**config.mk**
```make
export PLATFORM = sky130hd
export DESIGN_NAME = aging_priority_generator
export DESIGN_NICKNAME = d
export VERILOG_FILES = /design/src/rtl/aging_priority_generator.sv
export SDC_FILE = /design/constraint.sdc
export NUM_CORES = 1
export LEC_CHECK = 0
export ABC_CLOCK_PERIOD_IN_PS = 2900
export BUFFER_PORTS_ARGS = -buffer_cell sky130_fd_sc_hd__buf_2
export CAP_MARGIN = 20
export CORE_MARGIN = 1
export CORE_UTILIZATION = 45
export DETAILED_ROUTE_END_ITERATION = 12
export GPL_TIMING_DRIVEN = 0
export PLACE_DENSITY = 0.8
export SLEW_MARGIN = 40
export SYNTH_ARGS = -nofsm -noshare
export SYNTH_HDL_FRONTEND = slang
export SYNTH_SLANG_ARGS = --single-unit
```
**constraint.sdc**
```tcl
create_clock -name clock -period 2.9 [get_ports clock]
set_input_delay 0.29 -clock clock [delete_from_list [all_inputs] [get_ports clock]]
set_output_delay 0.29 -clock clock [all_outputs]
set_load 0.1 [all_outputs]
```
**src/rtl/aging_priority_generator.sv**
```systemverilog
// aging_priority_generator: raises each waiting requester's priority above its static base,
// saturating at MAX, so the downstream arbiter cannot starve anyone.
module aging_priority_generator #(
  parameter int SIZE = 4,
  parameter int PRIORITY_WIDTH = $clog2(SIZE),
  parameter int PRIORITIES_WIDTH = PRIORITY_WIDTH * SIZE,
  parameter int AGE_STEP = 4
) (
  input  logic                        clock,
  input  logic                        resetn,
  input  logic [SIZE-1:0]             requests,
  input  logic [SIZE-1:0]             grant,
  input  logic [PRIORITIES_WIDTH-1:0] base_priorities,
  output logic [PRIORITIES_WIDTH-1:0] priorities,
  output logic [SIZE-1:0]             starving
);
  localparam int STEP_WIDTH = AGE_STEP > 1 ? $clog2(AGE_STEP) : 1;
  localparam logic [PRIORITY_WIDTH-1:0] MAX = '1;
  localparam logic [STEP_WIDTH-1:0] LAST = STEP_WIDTH'(AGE_STEP - 1);
  if (AGE_STEP < 1) begin : g_bad_age_step
    $error("AGE_STEP must be at least 1");
  end
  for (genvar i = 0; i < SIZE; i++) begin : g_req
    logic [STEP_WIDTH-1:0]     step;
    logic [PRIORITY_WIDTH-1:0] level;
    logic [PRIORITY_WIDTH:0]   sum;
    // a grant clears the age even if the request bit has already dropped
    always_ff @(posedge clock)
      if (!resetn || grant[i] || !requests[i]) begin
        step  <= '0;
        level <= '0;
      end else if (level == MAX) step <= '0;
      else if (step == LAST) begin
        step  <= '0;
        level <= level + 1'b1;
      end else step <= step + 1'b1;
    assign sum = {1'b0, base_priorities[i*PRIORITY_WIDTH +: PRIORITY_WIDTH]} + {1'b0, level};
    assign priorities[i*PRIORITY_WIDTH +: PRIORITY_WIDTH] = sum[PRIORITY_WIDTH] ? MAX : sum[PRIORITY_WIDTH-1:0];
    assign starving[i] = level == MAX;
  end
endmodule

```
==> out/summary.md <==
Timing
• FMAX: 0.469 GHz
• final count of pins violating max slew: 0
• worst slew margin relative to its limit: 0.677
• worst hold slack: 357 ps
• Final TNS setup: 0 ps
• Setup Viol. Count Final: 0
• unrepaired setup endpoints after global routing: no
• endpoints failing hold: 0
• actual slew at the worst max-slew pin: 488 ps
• ratio of final minimum period to clock period: 0.735
• time the final worst path needs with I/O delays and setup: 2130 ps
• Layout Skew: 6.48 ps

Critical path
• crit path capture type: primary output
• cell depth of the worst flop-to-flop path: 2
• critical path data arrival time: 1840 ps
• CP startpoint kind: flip-flop
• worst-case register-to-register setup slack: 1670 ps
• critical path type: flip-flop to primary output
• maximum fanout encountered on the critical timing path: 3
• CP required: 2610 ps

Cells and area
• layout overhead on the synthesized area: 24.3%
• Diodes inserted: 0
• Finished Layout Cells: 130
• count of filler cells inserted in the layout: 154
• final layout net count: 140
• Util after Layout: 0.611
• proportion of layout cells with a drive suffix above 1: 0.467

Synth
• share of synthesized cell area in and, or, nand and nor gates: 0.286
• count of state elements after synthesis: 16
• xor/xnor share of the synthesized area: 0.0400
• total nets after synthesis: 106
• Synth Area in Compound Gates: 0
• area of the mapped netlist: 876 um^2
• share of synthesized area occupied by flip-flops and latches: 0.366
• post-synthesis mux area share: 0.0457
• Mapped Avg Cell Area: 12.2 um^2
• count of different cell masters after synthesis: 11
• dominant combinational cell family by area after synthesis: simple AND/OR/NAND/NOR gates
• arithmetic-cell share of the synthesized area counting full adders, half adders and majority gates: 0.263
• synthesized instance count: 72
• yosys warns: 0

Pwr
• leak pwr: 0.514 nW
• power per cell area: 410 nW/um^2
• Peak VDD IR: 0.000269 V

Placed design
• placer's final routability congestion estimate: 0.691
• total placed cells including tap cells: 126
• PortBufs: 29
• detailed placer's ending HPWL: 1340 um

Clock network
• clock latency reported for the late side of the worst-skew pair: 280 ps
• total number of H-tree levels: 1
• Post-CTS Setup Repair Bufs: 0
• # resized after CTS: 0
• TritonCTS clock tree: done
• Root Driver: sky130_fd_sc_hd__clkbuf_4
• number of buffers created by CTS: 3
• buffer depth of the longest clock path: 2
• clock transition time at the flip-flop clock pins of the worst setup and hold paths: 100 ps
• clock sinks: 16
• number of hold buffers added after cts: 0

Drt
• Routed WL: 1510 um
• total via count after detailed routing: 642
• total iterations of the first detailed-routing run: 4
• antenna-violating nets left: 0
• initial DRC count: 9
• post-detailed-route wirelength per cell: 11.6 um
• routed via count divided by cell count: 4.94
• post-route DRC violation count: 0

Die
• area of the core region: 1780 um^2
• die outline area: 2130 um^2
• IO Pins: 30
• site row count: 15
• die width: 46.1 um
• vertical extent of the die: 46.1 um
• Initial Utilization: 0.491

Flow run
• # Max-Cap Violations: 0

GRT
• global-route total usage across every layer: 0.166
• largest net degree at the start of global routing: 10
• global-route wire length before repair: 2460 um
• number of global-route vias before repair: 658
• overflow left after global routing: 0
• number of antenna violations at the first check in global routing: 0

Worst hold path
• Cells on Worst Hold Path: 3
• worst min-delay path class: input pin to flip-flop

Status
• result of the run: complete, no violations

==> cell families (layout without fill, tap and decap cells) <==
| logic type | after synthesis | in the layout |
|---|---|---|
| simple gates | 32 | 32 |
| buf+inv | 0 | 33 |
| xor+xnor | 4 | 4 |
| mux | 4 | 4 |
| fa+ha+maj | 16 | 16 |
| flops | 16 | 16 |
==> metrics by stage <==
step           area [um^2]  worst slack, ps  total power, mW
6_report              1090              767            0.446
5_1_grt               1090              679            0.465
4_1_cts               1090              757            0.451
3_5_place_dp          1050             1010            0.308
3_3_place_gp          1050             1030            0.305
2_1_floorplan          876             1180            0.287
==> flip-flops by register name, summed over array words and instances (netlist names) <==
register     flops
g_req.step       8
g_req.level      8
==> cell usage in the layout, fill, tap and decap left out <==
master,instances
sky130_fd_sc_hd__mux2i_1,4
sky130_fd_sc_hd__nor2_1,8
sky130_fd_sc_hd__fa_1,4
sky130_fd_sc_hd__clkbuf_4,3
sky130_fd_sc_hd__nor2b_4,4
sky130_fd_sc_hd__or2_2,8
sky130_fd_sc_hd__clkbuf_8,1
sky130_fd_sc_hd__buf_2,29
sky130_fd_sc_hd__nand3b_1,4
sky130_fd_sc_hd__nor4b_2,4
sky130_fd_sc_hd__dfxtp_1,16
sky130_fd_sc_hd__nor4_1,4
sky130_fd_sc_hd__ha_1,12
sky130_fd_sc_hd__xnor2_1,4
==> cell type report <==
type / count / area [um^2] / share of cell area
timing repair buffer: 29 / 145 / 0.133
sequential: 16 / 320 / 0.294
multi-input combinational: 56 / 556 / 0.510
tap: 25 / 31.3 / 0.0287
clock buffer: 4 / 36.3 / 0.0333
==> cell usage after synthesis <==
cell                       count  area (um^2)
sky130_fd_sc_hd__ha_1         12          150
sky130_fd_sc_hd__mux2i_1       4         40.0
sky130_fd_sc_hd__nor2b_4       4         55.1
sky130_fd_sc_hd__nand3b_1      4         30.0
sky130_fd_sc_hd__nor4b_2       4         60.1
sky130_fd_sc_hd__or2_2         8         50.1
sky130_fd_sc_hd__fa_1          4         80.1
sky130_fd_sc_hd__nor2_1        8         30.0
sky130_fd_sc_hd__dfxtp_1      16          320
sky130_fd_sc_hd__xnor2_1       4         35.0
sky130_fd_sc_hd__nor4_1        4         25.0
==> critical path: stages, from the launching register on <==
cell and delay, ps:
sky130_fd_sc_hd__dfxtp_1 390, sky130_fd_sc_hd__ha_1 190, sky130_fd_sc_hd__fa_1 410, sky130_fd_sc_hd__or2_2 290
sky130_fd_sc_hd__buf_2 290
==> where the power goes <==
part	internal [mW]	leakage, nW	total [mW]	switching, mW
Sequential	0.222	0.129	0.224	0.00165
Clock	0.0762	0.0210	0.144	0.0677
Combinational	0.0212	0.364	0.0781	0.0569
Total	0.320	0.514	0.446	0.126
==> metal layers <==
layer / part of all wire / wire length (um) / vias to the layer above / GRT usage
li1: - / - / 323 / -
met1: 0.39 / 585 / 301 / 0.153
met2: 0.55 / 823 / 14 / 0.332
met3: 0.038 / 57 / 4 / 0.0275
met4: 0.027 / 41 / 0 / 0.0941
met5: 0 / 0 / - / 0
==> final timing paths <==
check	start	end
worst min register to register	g_req[3].step[0]	g_req[3].step[0]
worst max register to register	g_req[2].level[0]	g_req[2].step[0]
worst max-delay path	g_req[2].level[0]	priorities[5]
worst min-delay path	grant[1]	g_req[1].step[0]
Power figures use the tool's default switching activity.
